$ cat src/rtl/lamp_conflict_monitor.sv
// ============================================================================
// lamp_conflict_monitor
//
// Safety stage placed directly after a two-approach traffic-light controller.
// It samples the six lamp requests and forwards them to the lamp drivers only
// while the lamp sequence is legal. On a violation it latches a fault code and
// forces both approaches to flashing red. It stays there until the fault is
// acknowledged while the controller is showing all-red.
//
// Pipeline: inputs -> S1 -> S2. The legality checks look at S1, and at S2 for
// transitions. The output registers load from S1, so a lamp request reaches
// the drivers two clock edges after it is applied. A violating S1 pattern is
// caught on the same edge that would have loaded it, so it never reaches the
// drivers.
//
// Fault codes (the lowest code wins when several hold at once):
//   1  an approach is not one-hot in S1
//   2  neither approach shows red in S1 (conflict)
//   3  green went straight to red (yellow skipped)
//   4  red->yellow or yellow->green (reverse order)
//   5  yellow->red after fewer than YLW_MIN yellow cycles
//
// Parameters:
//   YLW_MIN    minimum yellow hold in cycles before red (1..15)
//   FLASH_DIV  half-period of the fault flashing in cycles (1..255)
//   SYNC_CNT   clean S1 cycles needed in SYNC before passing (1..15)
//
// Ports:
//   CK                  clock, rising edge
//   CLRN                asynchronous active-low reset
//   GRN1_I/YLW1_I/RED1_I  approach-1 lamp requests from the controller
//   GRN2_I/YLW2_I/RED2_I  approach-2 lamp requests from the controller
//   ACK                 fault acknowledge (level)
//   GRN1..RED2          registered lamp drives
//   FAULT               high while flashing on a fault
//   FCODE               latched fault code, 0 = none
//   FCNT                (only with MON_FLTCNT_EN) saturating count of fault
//                       entries, cleared only by reset
//
// Build option: define MON_FLTCNT_EN to add the FCNT fault counter.
// ============================================================================
module lamp_conflict_monitor #(
    parameter int unsigned YLW_MIN   = 2,
    parameter int unsigned FLASH_DIV = 4,
    parameter int unsigned SYNC_CNT  = 2
) (
    input  logic       CK,
    input  logic       CLRN,
    input  logic       GRN1_I,
    input  logic       YLW1_I,
    input  logic       RED1_I,
    input  logic       GRN2_I,
    input  logic       YLW2_I,
    input  logic       RED2_I,
    input  logic       ACK,
    output logic       GRN1,
    output logic       YLW1,
    output logic       RED1,
    output logic       GRN2,
    output logic       YLW2,
    output logic       RED2,
    output logic       FAULT,
    output logic [2:0] FCODE
`ifdef MON_FLTCNT_EN
    ,
    output logic [7:0] FCNT
`endif
);

    typedef enum logic [1:0] {
        ST_SYNC  = 2'd0,
        ST_PASS  = 2'd1,
        ST_FLASH = 2'd2
    } state_e;

    // Per-approach lamp patterns packed as {green, yellow, red}.
    localparam logic [2:0] LAMP_G = 3'b100;
    localparam logic [2:0] LAMP_Y = 3'b010;
    localparam logic [2:0] LAMP_R = 3'b001;

    localparam logic [3:0] YLW_MIN_L    = 4'(YLW_MIN);
    localparam logic [3:0] SYNC_CNT_L   = 4'(SYNC_CNT);
    localparam logic [7:0] FLASH_DIV_M1 = 8'(FLASH_DIV - 1);

    // Index 0 is approach 1, index 1 is approach 2.
    logic [1:0][2:0] lamps_in;

    state_e          state_q, state_d;
    logic [1:0][2:0] s1_q, s1_d;
    logic [1:0][2:0] s2_q, s2_d;
    logic [1:0][3:0] ycnt_q, ycnt_d;
    logic [3:0]      clean_q, clean_d;
    logic [1:0][2:0] out_q, out_d;
    logic            fault_q, fault_d;
    logic [2:0]      fcode_q, fcode_d;
    logic [7:0]      flash_div_q, flash_div_d;
    logic            phase_q, phase_d;

    logic [2:0]      tcode1;
    logic [2:0]      tcode2;
    logic            onehot_ok;
    logic            conflict;
    logic            basic_bad;
    logic            all_red;
    logic [2:0]      vcode;
    logic [3:0]      clean_inc;

    assign lamps_in[0] = {GRN1_I, YLW1_I, RED1_I};
    assign lamps_in[1] = {GRN2_I, YLW2_I, RED2_I};

    function automatic logic is_one_hot(input logic [2:0] lamp);
        return (lamp == LAMP_G) || (lamp == LAMP_Y) || (lamp == LAMP_R);
    endfunction

    // Transition fault for one approach. The branches are tested in
    // ascending code order, so the lowest code applies.
    function automatic logic [2:0] trans_code(input logic [2:0] prev,
                                              input logic [2:0] cur,
                                              input logic [3:0] ycnt);
        logic [2:0] code;
        code = 3'd0;
        if (prev == LAMP_G && cur == LAMP_R) begin
            code = 3'd3;
        end else if ((prev == LAMP_R && cur == LAMP_Y) ||
                     (prev == LAMP_Y && cur == LAMP_G)) begin
            code = 3'd4;
        end else if (prev == LAMP_Y && cur == LAMP_R && ycnt < YLW_MIN_L) begin
            code = 3'd5;
        end
        return code;
    endfunction

    // Violation detection on the S1/S2 pair. Codes 1 and 2 depend only on
    // S1. They are also the only checks that matter while synchronising.
    always_comb begin
        tcode1    = trans_code(s2_q[0], s1_q[0], ycnt_q[0]);
        tcode2    = trans_code(s2_q[1], s1_q[1], ycnt_q[1]);
        onehot_ok = is_one_hot(s1_q[0]) && is_one_hot(s1_q[1]);
        conflict  = !s1_q[0][0] && !s1_q[1][0];
        vcode     = 3'd0;
        if (!onehot_ok) begin
            vcode = 3'd1;
        end else if (conflict) begin
            vcode = 3'd2;
        end else if (tcode1 != 3'd0 && (tcode2 == 3'd0 || tcode1 <= tcode2)) begin
            vcode = tcode1;
        end else begin
            vcode = tcode2;
        end
    end

    assign basic_bad = !onehot_ok || conflict;
    assign all_red   = (s1_q[0] == LAMP_R) && (s1_q[1] == LAMP_R);
    assign clean_inc = clean_q + 4'd1;

    // Yellow run length per approach. It restarts at 1 on the first yellow
    // sample and saturates at 15. It only runs while passing, so a yellow
    // that began before PASS is counted from the PASS entry onward.
    always_comb begin
        for (int a = 0; a < 2; a++) begin
            ycnt_d[a] = 4'd0;
            if (state_q == ST_PASS && s1_q[a] == LAMP_Y) begin
                if (s2_q[a] != LAMP_Y) begin
                    ycnt_d[a] = 4'd1;
                end else if (ycnt_q[a] != 4'hF) begin
                    ycnt_d[a] = ycnt_q[a] + 4'd1;
                end else begin
                    ycnt_d[a] = 4'hF;
                end
            end
        end
    end

    // Main monitor FSM. Both sample stages shift every cycle in every state.
    // The outputs, fault status and flash timing depend on the state.
    always_comb begin
        state_d     = state_q;
        s1_d        = lamps_in;
        s2_d        = s1_q;
        clean_d     = clean_q;
        out_d       = out_q;
        fault_d     = fault_q;
        fcode_d     = fcode_q;
        flash_div_d = flash_div_q;
        phase_d     = phase_q;

        case (state_q)
            ST_SYNC: begin
                out_d = {LAMP_R, LAMP_R};
                if (basic_bad) begin
                    clean_d = 4'd0;
                end else if (clean_inc >= SYNC_CNT_L) begin
                    // The S1 that completes the clean window goes straight
                    // to the drivers on this same edge.
                    state_d = ST_PASS;
                    clean_d = 4'd0;
                    out_d   = s1_q;
                end else begin
                    clean_d = clean_inc;
                end
            end

            ST_PASS: begin
                if (vcode != 3'd0) begin
                    state_d     = ST_FLASH;
                    fault_d     = 1'b1;
                    fcode_d     = vcode;
                    flash_div_d = 8'd0;
                    phase_d     = 1'b1;
                    out_d       = {LAMP_R, LAMP_R};
                end else begin
                    out_d = s1_q;
                end
            end

            ST_FLASH: begin
                if (ACK && all_red) begin
                    // The acknowledge only counts while the controller
                    // itself is showing all-red.
                    state_d     = ST_SYNC;
                    fault_d     = 1'b0;
                    fcode_d     = 3'd0;
                    clean_d     = 4'd0;
                    flash_div_d = 8'd0;
                    phase_d     = 1'b1;
                    out_d       = {LAMP_R, LAMP_R};
                end else begin
                    if (flash_div_q == FLASH_DIV_M1) begin
                        flash_div_d = 8'd0;
                        phase_d     = !phase_q;
                    end else begin
                        flash_div_d = flash_div_q + 8'd1;
                    end
                    out_d[0] = {2'b00, phase_d};
                    out_d[1] = {2'b00, phase_d};
                end
            end

            default: begin
                state_d = ST_SYNC;
                out_d   = {LAMP_R, LAMP_R};
            end
        endcase
    end

    // State and pipeline registers. Reset gives solid red with no fault.
    always_ff @(posedge CK or negedge CLRN) begin
        if (!CLRN) begin
            state_q     <= ST_SYNC;
            s1_q        <= '0;
            s2_q        <= '0;
            ycnt_q      <= '0;
            clean_q     <= 4'd0;
            out_q       <= {LAMP_R, LAMP_R};
            fault_q     <= 1'b0;
            fcode_q     <= 3'd0;
            flash_div_q <= 8'd0;
            phase_q     <= 1'b1;
        end else begin
            state_q     <= state_d;
            s1_q        <= s1_d;
            s2_q        <= s2_d;
            ycnt_q      <= ycnt_d;
            clean_q     <= clean_d;
            out_q       <= out_d;
            fault_q     <= fault_d;
            fcode_q     <= fcode_d;
            flash_div_q <= flash_div_d;
            phase_q     <= phase_d;
        end
    end

`ifdef MON_FLTCNT_EN
    // Fault-entry counter. It counts each PASS->FLASH entry, saturates at
    // 255 and is cleared only by reset, so it survives acknowledges.
    logic [7:0] fcnt_q, fcnt_d;
    logic       flash_entry;

    assign flash_entry = (state_q == ST_PASS) && (vcode != 3'd0);

    always_comb begin
        fcnt_d = fcnt_q;
        if (flash_entry && fcnt_q != 8'hFF) begin
            fcnt_d = fcnt_q + 8'd1;
        end
    end

    always_ff @(posedge CK or negedge CLRN) begin
        if (!CLRN) begin
            fcnt_q <= 8'd0;
        end else begin
            fcnt_q <= fcnt_d;
        end
    end

    assign FCNT = fcnt_q;
`else
    // Without the fault counter, fault entries are only visible on FAULT
    // and FCODE.
`endif

    assign GRN1  = out_q[0][2];
    assign YLW1  = out_q[0][1];
    assign RED1  = out_q[0][0];
    assign GRN2  = out_q[1][2];
    assign YLW2  = out_q[1][1];
    assign RED2  = out_q[1][0];
    assign FAULT = fault_q;
    assign FCODE = fcode_q;

endmodule

$ cat config.mk
export PLATFORM = sky130hd
export DESIGN_NAME = lamp_conflict_monitor
export DESIGN_NICKNAME = d
export VERILOG_FILES = /design/src/rtl/lamp_conflict_monitor.sv
export SDC_FILE = /design/constraint.sdc
export NUM_CORES = 1
export LEC_CHECK = 0
export BUFFER_PORTS_ARGS = -buffer_cell sky130_fd_sc_hd__buf_2
export CAP_MARGIN = 25
export CORE_MARGIN = 2
export CORE_UTILIZATION = 29
export CTS_CLUSTER_DIAMETER = 60
export CTS_CLUSTER_SIZE = 20
export DETAILED_ROUTE_END_ITERATION = 12
export MAX_ROUTING_LAYER = met4
export PLACE_DENSITY = 0.44
export SLEW_MARGIN = 20
export SYNTH_ARGS = -nofsm -noshare
export SYNTH_HDL_FRONTEND = slang
export SYNTH_SLANG_ARGS = --single-unit
$ cat constraint.sdc
create_clock -name CK -period 6.85 [get_ports CK]
set_clock_uncertainty 0.2 [all_clocks]
set_input_delay 0.3425 -clock CK [delete_from_list [all_inputs] [get_ports CK]]
set_output_delay 0.3425 -clock CK [all_outputs]
set_load 0.01 [all_outputs]
Word level (Yosys, flattened, before mapping):

Cells that the tools add are included.

* bits in registers: 45
* input port bits: 9
* output and inout bits: 10

* add/sub/neg operators: 4
* order comparisons: 4
* eq/ne operators: 23
* muxes and demuxes: 42
* reductions and logical operators: 39

Operators with widths (number)
* $mux W4: 10
* $mux W3: 11
* $mux W8: 3
* $mux W6: 3
* $pmux W6 S3: 1
* $logic_and A1 B1 Y1: 17
* $pmux W8 S2: 1
* $add A4 B1 Y4 const B: 3
* $eq A3 B1 Y1 const B: 4
* $eq A3 B2 Y1 const B: 4
* $eq A3 B3 Y1 const B: 4
* $add A8 B1 Y8 const B: 1
* $eq A8 B2 Y1 const B: 1
* $logic_or A1 B1 Y1: 8
* $lt A4 B2 Y1 const B: 2
* $mux W2: 4
* $ne A4 B4 Y1 const B: 2
* $pmux W4 S2: 1
* $ne A2 B2 Y1 const B: 3
* $ne A3 B2 Y1 const B: 2
* $pmux W2 S3: 1
* $pmux W3 S2: 1
* $reduce_bool A3 Y1: 2
* $ge A4 B2 Y1 const B: 1
* other kinds (13): 22

Logic depth before layout (Yosys ltp):

Gate-level depths: netlist of run 1.

* depth after elaboration: 15
* depth in mapped cells: 14
* gate-level depth less buffers: 12

Worst setup path before layout of run 1:

No wires, ideal clock.

* path type: flip-flop to flip-flop
* from: register s1_q[4] (netlist name)
* to: register flash_div_q[6]
* setup time: 96 ps
* data arrival time: 2902 ps
* setup slack: 3652 ps
* cell stages (with the launch flop): 15
* clock period less this slack: 3198 ps
* cell sequence: dfrtp_1 -> clkbuf_1 -> nor3b_1 -> and3_1 -> inv_1 -> and2_1 -> inv_1 -> ha_1 -> inv_1 -> a211oi_1 -> o22ai_1 -> a221oi_2 -> a21oi_2 -> buf_6 -> a311oi_2

* longest elaborated chain between the ends: 15

RTL lines
* from (decl): RTL line 89 `logic [1:0][2:0] s1_q, s1_d;`
* from (signal assigned): RTL line 250 `s1_q <= '0;`
* from (signal assigned): RTL line 261 `s1_q <= s1_d;`
* $eq A3 B1 Y1
* $logic_and A1 B1 Y1 (2 in series): RTL line 127 `end else if (prev == LAMP_Y && cur == LAMP_R && ycnt < YLW_MIN_L) begin`
* $mux W3: RTL line 127
* $mux W3: RTL line 124 `end else if ((prev == LAMP_R && cur == LAMP_Y) ||`
* $mux W3: RTL line 122 `if (prev == LAMP_G && cur == LAMP_R) begin`
* $le A3 B3 Y1 / $logic_not A3 Y1 (equally long branches): RTL line 145 `end else if (tcode1 != 3'd0 && (tcode2 == 3'd0 || tcode1 <= tcode2)) begin`
* $logic_or A1 B1 Y1: RTL line 145
* $logic_and A1 B1 Y1: RTL line 145
* $mux W3: RTL line 145
* $mux W3: RTL line 143 `end else if (conflict) begin`
* $mux W3: RTL line 141 `if (!onehot_ok) begin`
* $reduce_bool A3 Y1: RTL line 204 `if (vcode != 3'd0) begin`
* $ne A2 B1 Y1 (no source line)
* $reduce_and A2 Y1 (no source line)
* to (signal assigned): RTL line 268 `flash_div_q <= flash_div_d;`
* to (decl): RTL line 96 `logic [7:0] flash_div_q, flash_div_d;`

Parallel ways exist; a longest one is shown, timed or not.
A chain may end at the register's enable or synchronous reset.

Worst setup path after layout of run 1:

* from: register s1_q[3] (netlist name)
* to: register fcode_q[2] (netlist: FCODE[2])

* longest elaborated chain between the ends: 15

RTL lines
* $eq A3 B1 Y1
* $logic_and A1 B1 Y1 (2 in series): RTL line 127
* $mux W3: RTL line 127
* $mux W3: RTL line 124
* $mux W3: RTL line 122
* $le A3 B3 Y1 / $logic_not A3 Y1 (equally long branches): RTL line 145
* $logic_or A1 B1 Y1: RTL line 145
* $logic_and A1 B1 Y1: RTL line 145
* $mux W3: RTL line 145
* $mux W3: RTL line 143
* $mux W3: RTL line 141
* $reduce_bool A3 Y1: RTL line 204
* $ne A2 B1 Y1 (no source line)
* $reduce_and A3 Y1 (no source line)
* to (signal assigned): RTL line 267 `fcode_q <= fcode_d;`
* to (decl): RTL line 95 `logic [2:0] fcode_q, fcode_d;`

Parallel ways exist; a longest one is shown, timed or not. The select of a mux whose other input is x is not followed.

==> results of run 1 <==
## layout by cell type (no fill, tap or decap), types with 7 or more instances in the layout
cell type,synthesis,routed
nor2b_1,8,8
nand3_1,10,10
ha_1,8,8
buf_2,1,18
o21ai_0,12,12
nor3_1,11,11
dlygate4sd3_1,0,7
dfrtp_1,42,42
nand2_1,23,23
nor2_1,20,20
inv_1,14,14
## routing by layer
layer | up-vias | GRT usage, % | share of wire, %
li1 | 952 | - | -
met1 | 926 | 18.3 | 51
met2 | 35 | 21.1 | 45
met3 | 8 | 2.69 | 3.2
met4 | 0 | 4.47 | 1.2
met5 | - | - | 0
## registers in the layout (all words and copies together), names as in the netlist
name / count
RED2: 1
s1_q: 6
RED1: 1
YLW2: 1
YLW1: 1
phase_q: 1
GRN2: 1
FCODE: 3
GRN1: 1
FAULT: 1
s2_q: 6
state_q: 2
flash_div_q: 8
ycnt_q: 8
clean_q: 4
## Yosys cell counts, types with 6 or more instances
| cell | instances | area (um2) |
|---|---|---|
| nor2b_1 | 8 | 50.1 |
| inv_1 | 14 | 52.6 |
| a31oi_1 | 6 | 37.5 |
| nand3_1 | 10 | 50.1 |
| nand2_1 | 23 | 86.3 |
| o21a_1 | 6 | 45.0 |
| o21ai_1 | 6 | 30.0 |
| nor3_1 | 11 | 55.1 |
| o21ai_0 | 12 | 60.1 |
| ha_1 | 8 | 100 |
| nor2_1 | 20 | 75.1 |
| dfrtp_1 | 42 | 1050 |
## area by class of cell
type | instances | area [um2] | area share (%)
well taps | 105 | 131 | 4.67
clock inverters | 3 | 65.1 | 2.31
inverters | 14 | 52.6 | 1.87
flip-flops and latches | 45 | 1130 | 40.2
clock buffers | 5 | 68.8 | 2.45
multi-input cells | 182 | 1180 | 42.1
repair buffers | 26 | 180 | 6.41
## kinds of logic (layout without fill, tap and decap cells)
kind of cell | Yosys count | count (layout) | synth area share (%)
DFF | 45 | 45 | 47.0
adders and majority gates | 8 | 8 | 4.16
xor gates and xnor gates | 1 | 1 | 0.364
buffers and inverters | 21 | 48 | 3.80
and+or+nand+nor | 106 | 106 | 24.4
AOI/OAI and AO/OA | 67 | 67 | 20.3
## worst max-delay path: cells and delay by family, from the launching register on
family          cells  cell delay (ps)
compound gates      4             1420
fa+ha+maj           1              130
buf+inv             3              200
flops               1              570
simple gates        4             1410
## worst paths after layout
| path | startpoint | to | slack [ps] | cells past startpoint |
|---|---|---|---|---|
| worst max-delay path | s1_q[3] | FCODE[2] | 2740 | 12 |
| worst min-delay path | ACK | phase_q | 300 | 3 |
| worst max register to register | s1_q[3] | FCODE[2] | 2740 | 12 |
| worst min register to register | FAULT | FAULT | 330 | 2 |
| max in group asynchronous | CLRN | phase_q | 5520 | 3 |
| min in group asynchronous | CLRN | ycnt_q[3] | 340 | 2 |
## report_power, final
| part | total [W] | internal, W | switching (W) | leakage, nW |
|---|---|---|---|---|
| Combinational | 0.000170 | 0.0000727 | 0.0000969 | 0.569 |
| Clock | 0.000244 | 0.000145 | 0.0000989 | 0.0681 |
| Sequential | 0.000348 | 0.000306 | 0.0000420 | 0.579 |
## through the flow
step | util, % | worst slack, ps | std cells | hold slack (ps)
after floorplan | - | 3650 | 248 | -153
after global routing | 34.6 | 2420 | 380 | 329
after detailed placement | 32.1 | 2710 | 365 | 172
final | 34.6 | 2740 | 380 | 297
after CTS | 34.6 | 2700 | 380 | 294
after global placement | 31.8 | 2770 | 364 | 254
==> flow_summary_export.csv, run 1 <==
group,metric,value,unit
layout,drive_gt1_share,16.7,%
floorplanning,die_w,95.1,um
synth,ys.flop_type,"dfrtp_1",
global_route,track_usage,13.7,%
clocking,cts_sinks,45,
timing,worst_slew_pin_slew,745,ps
layout,design_area,0.00281,mm2
global_route,grt_overflow,0,
placement,place_area,0.00261,mm2
worst_hold_path,hold_path_class,"input port to register",
timing,finalCritPeriodShare,60.0,%
drt,via_count,1921,
clocking,cts_tree,"done",
synth,syn_area,0.00240,mm2
critical_path,arrival,4060,ps
critical_path,worst-setup-path-type,"register to register",
pwr,p_per_area,271,mW/mm2
critical_path,critPathCaptureType,"register",
clocking,clk_latency,310,ps
global_route,antenna_found_initial,0,
drt,first_iter_violations,100,
synth,synthesis.nets,265,
floorplanning,rows,33,
critical_path,setup.worst_path.start_class,"register",
critical_path,crit_slowest_cell,"nor3b_1",
clocking,htreeDepth,2,
clocking,path_clk_slew,90,ps
global_route,grt_max_degree,24,
synth,yosys_warnings,0,
clocking,postCtsSetupBuffers,0,
timing,hold_viol,0,
synth,synth_edf_count,0,
timing,fmax,0.244,GHz
timing,finalSetupViolCount,0,
timing,relSlewSlack,50.3,%
timing,finalSetupTns,0,ps
flow_run,max_cap_viol_count,0,
layout,final_nets,291,
placement,dp_hpwl,4.02,mm
floorplanning,start_util,29.6,%
drt,drcViolationCount,0,
critical_path,crit_top_cell,"inv_1",
drt,ant_nets,0,
critical_path,path_cells,"nor3b_1 -> and3_1 -> inv_1 -> and2_1 -> inv_1 -> ha_1 -> inv_1 -> a211oi_1 -> or2_2 -> o22ai_1 -> a21oi_2 -> a221oi_1",
synth,seq_area_frac_synth,47.0,%
critical_path,max_stage_delay,670,ps
layout,diodes,0,
floorplanning,fp.dieH,95.1,um
clocking,cts_root_buf,"clkbuf_8",
synth,yosysUniqueCellTypes,57,
pwr,ir_worst_vdd,0.000126,V
floorplanning,die-area,0.00904,mm2
layout,fill_cells,832,
layout,synthToLayoutAreaGrowth,16.9,%
global_route,grt_pass1_wl,9.42,mm
pwr,p_total,0.000762,W
run_status,outcome,"completed",
clocking,ctsLongestPathBuffers,2,
synth,synthArstFlopShare,100,%
drt,wl_per_cell,14.7,um
drt,drt_first_pass_iters,4,
floorplanning,core_area,0.00813,mm2
drt,via_per_inst,5.06,
timing,slew_violations,0,
pwr,p_leak,1.22,nW
placement,place_congestion,0.754,
clocking,cts_hold_buf,7,
critical_path,worstPathRequired,6800,ps
clocking,cts_made_buffers,5,
critical_path,path_max_fanout,14,
timing,finalCriticalPeriod,4110,ps
synth,postSynthAreaPerCell,9.70,um2
global_route,grt_pass1_vias,1919,
floorplanning,pin_count,19,
synth,syn_inst,248,
drt,wirelength,5.57,mm
clocking,ctsResizeCount,0,
placement,io_buffers,18,
timing,rsz0062_at_grt,"no",
synth,ys_ff_latch,45,
Note: power is estimated with default switching activity, not from simulation.
==> run 2: changes to the inputs <==
--- a/config.mk
+++ b/config.mk
@@ -13,7 +13,7 @@
 export CTS_CLUSTER_SIZE = 20
 export DETAILED_ROUTE_END_ITERATION = 12
 export MAX_ROUTING_LAYER = met4
-export PLACE_DENSITY = 0.44
+export PLACE_DENSITY = 0.46
 export SLEW_MARGIN = 20
 export SYNTH_ARGS = -nofsm -noshare
 export SYNTH_HDL_FRONTEND = slang
==> constraint.sdc (replaced) <==
create_clock -name CK -period 3.3 [get_ports CK]
set_clock_uncertainty 0.2 [all_clocks]
set_input_delay 0.165 -clock CK [delete_from_list [all_inputs] [get_ports CK]]
set_output_delay 0.165 -clock CK [all_outputs]
set_load 0.01 [all_outputs]
==> run 2 against run 1 <==
  * Flip-flop and latch count stayed put
  * Final cell count is 7.9% higher
  * Via count is 4.5% higher
  * Sequential power is 100% higher
  * Critical path depth is 1 lower
  * Register-to-register slack worse by 2600 ps
  * Worst setup slack worse by 2600 ps
  * Clock-buffer cell count stayed put
  * First-iteration DRC count stayed put
  * Die area stayed put
  * Critical endpoint is now RED1
  * Sequential share of layout area is 3.4 points lower
==> flow_summary_export.csv, run 2 (synthesis results as in run 1) <==
group,metric,value,unit
critical_path,critPathCaptureType,"register",
floorplanning,die-area,0.00904,mm2
placement,place_congestion,0.852,
timing,hold_viol,0,
global_route,grt_util_met1,19.1,%
global_route,use_met3,2.37,%
clocking,path_clk_slew,90,ps
global_route,grt_pass1_wl,9.45,mm
run_status,outcome,"completed",
floorplanning,start_util,29.6,%
drt,drcViolationCount,0,
critical_path,path_max_fanout,7,
clocking,clk_latency,300,ps
layout,final_cell_mix,"dfrtp_1 (42), buf_4 (30), nand2_1 (23)",
global_route,busiest_layer,"met2",
critical_path,worstPathRequired,3330,ps
layout,final_common_cell,"dfrtp_1",
placement,place_area,0.00283,mm2
layout,final_nets,321,
global_route,grt_pass1_vias,1890,
clocking,cts_sinks,45,
placement,dp_hpwl,4.22,mm
pwr,p_per_area,519,mW/mm2
timing,hold_slack,129,ps
timing,slew_violations,0,
floorplanning,pin_count,19,
global_route,grt_overflow,0,
clocking,htreeDepth,2,
critical_path,setup.worst_path.start_class,"register",
drt,ant_nets,0,
critical_path,max_stage_delay,530,ps
clocking,ctsLongestPathBuffers,2,
layout,synthToLayoutAreaGrowth,27.8,%
drt,via_per_inst,4.90,
floorplanning,die_w,95.1,um
critical_path,reg2reg_from,"s1_q[2]",
global_route,track_usage,13.8,%
floorplanning,core_area,0.00813,mm2
critical_path,path_cells,"or4bb_1 -> a211oi_2 -> or2_2 -> ha_1 -> nand3_1 -> o21ai_2 -> or2_2 -> o22ai_4 -> buf_4 -> a41oi_4 -> o21a_1",
timing,finalCritPeriodShare,96.4,%
drt,drt_first_pass_iters,4,
drt,first_iter_violations,100,
global_route,use_met2,21.0,%
timing,relSlewSlack,65.9,%
pwr,p_leak,1.38,nW
drt,wl_per_cell,14.0,um
floorplanning,rows,33,
global_route,grt_max_degree,26,
critical_path,path_buf_inv,1,
placement,post-place-ws,-208,ps
layout,design_area,0.00307,mm2
critical_path,crit_slowest_cell,"or4bb_1",
worst_hold_path,hold_path_class,"input port to register",
global_route,antenna_found_initial,0,
clocking,cts_made_buffers,5,
timing,rsz0062_at_grt,"yes",
timing,worst_slack,119,ps
timing,worst_slew_pin_slew,512,ps
critical_path,arrival,3210,ps
flow_run,max_cap_viol_count,0,
critical_path,worst-setup-path-type,"register to register",
drt,wirelength,5.74,mm
critical_path,startpoint,"s1_q[2]",
pwr,p_total,0.00160,W
pwr,ir_worst_vdd,0.000260,V
floorplanning,fp.dieH,95.1,um
worst_hold_path,min_from,"ACK",
critical_path,cp_top_family,"simple AND/OR/NAND/NOR gates",
timing,finalCriticalPeriod,3180,ps
clocking,cts_tree,"done",
critical_path,crit_top_cell,"or2_2",
placement,io_buffers,18,
layout,drive_gt1_share,25.6,%
drt,via_count,2008,
timing,finalSetupViolCount,0,
layout,diodes,0,
layout,top_regs,"flash_div_q: 8 flops, ycnt_q: 8 flops",
timing,fmax,0.314,GHz
clocking,cts_root_buf,"clkbuf_8",
[run 2: metal layers]
metal / up-vias / routed length [um]
li1: 1014 / -
met1: 960 / 2820
met2: 30 / 2750
met3: 4 / 141
met4: 0 / 36
met5: - / 0
[run 2: worst paths after layout]
check                           cells past startpoint  slack (ps)  endpoint
min in group asynchronous                           2         160   s1_q[0]
worst max-delay path                               11         120      RED1
max in group asynchronous                           3        2150   phase_q
worst max register to register                     11         120      RED1
worst min-delay path                                4         130     FAULT
worst min register to register                      0         260   s2_q[2]
[run 2: cell type report]
| cell class | instances | area [um2] |
|---|---|---|
| well taps | 105 | 131 |
| inverters | 14 | 52.6 |
| flip-flops and latches | 45 | 1130 |
| fillers | 808 | 5060 |
| multi-input cells | 182 | 1220 |
| clock buffers | 5 | 68.8 |
| clock inverters | 3 | 65.1 |
| repair buffers | 56 | 405 |
[run 2: where the power goes]
part / leakage [nW] / switching, W / internal (W)
Sequential: 0.579 / 0.0000777 / 0.000635
Combinational: 0.733 / 0.000219 / 0.000168
Clock: 0.0681 / 0.000194 / 0.000301
[run 2: repair_timing]
action                                  4_1_cts  5_1_grt
hold endpoints to repair                     24        0
pin swaps                                     1        1
gates cloned                                  0        0
hold buffers                                  7        0
setup buffers                                 1        0
endpoints found under the setup margin       21       13
resized for setup                             3        4
[run 2: stage by stage]
stage	std cells	setup TNS (ps)	utilization, %
6_report	410	0	37.8
5_1_grt	410	-309	37.8
4_1_cts	410	0	37.5
3_5_place_dp	394	-2100	34.7
3_3_place_gp	393	-659	34.5
2_1_floorplan	248	0	-
[run 2: worst register-to-register path, cell delays in order (launching register included)]
cell      delay, ps
dfrtp_1         430
or4bb_1         530
a211oi_2        250
or2_2           170
ha_1            250
nand3_1         110
o21ai_2          90
or2_2           350
o22ai_4         180
buf_4           150
a41oi_4         180
o21a_1          240
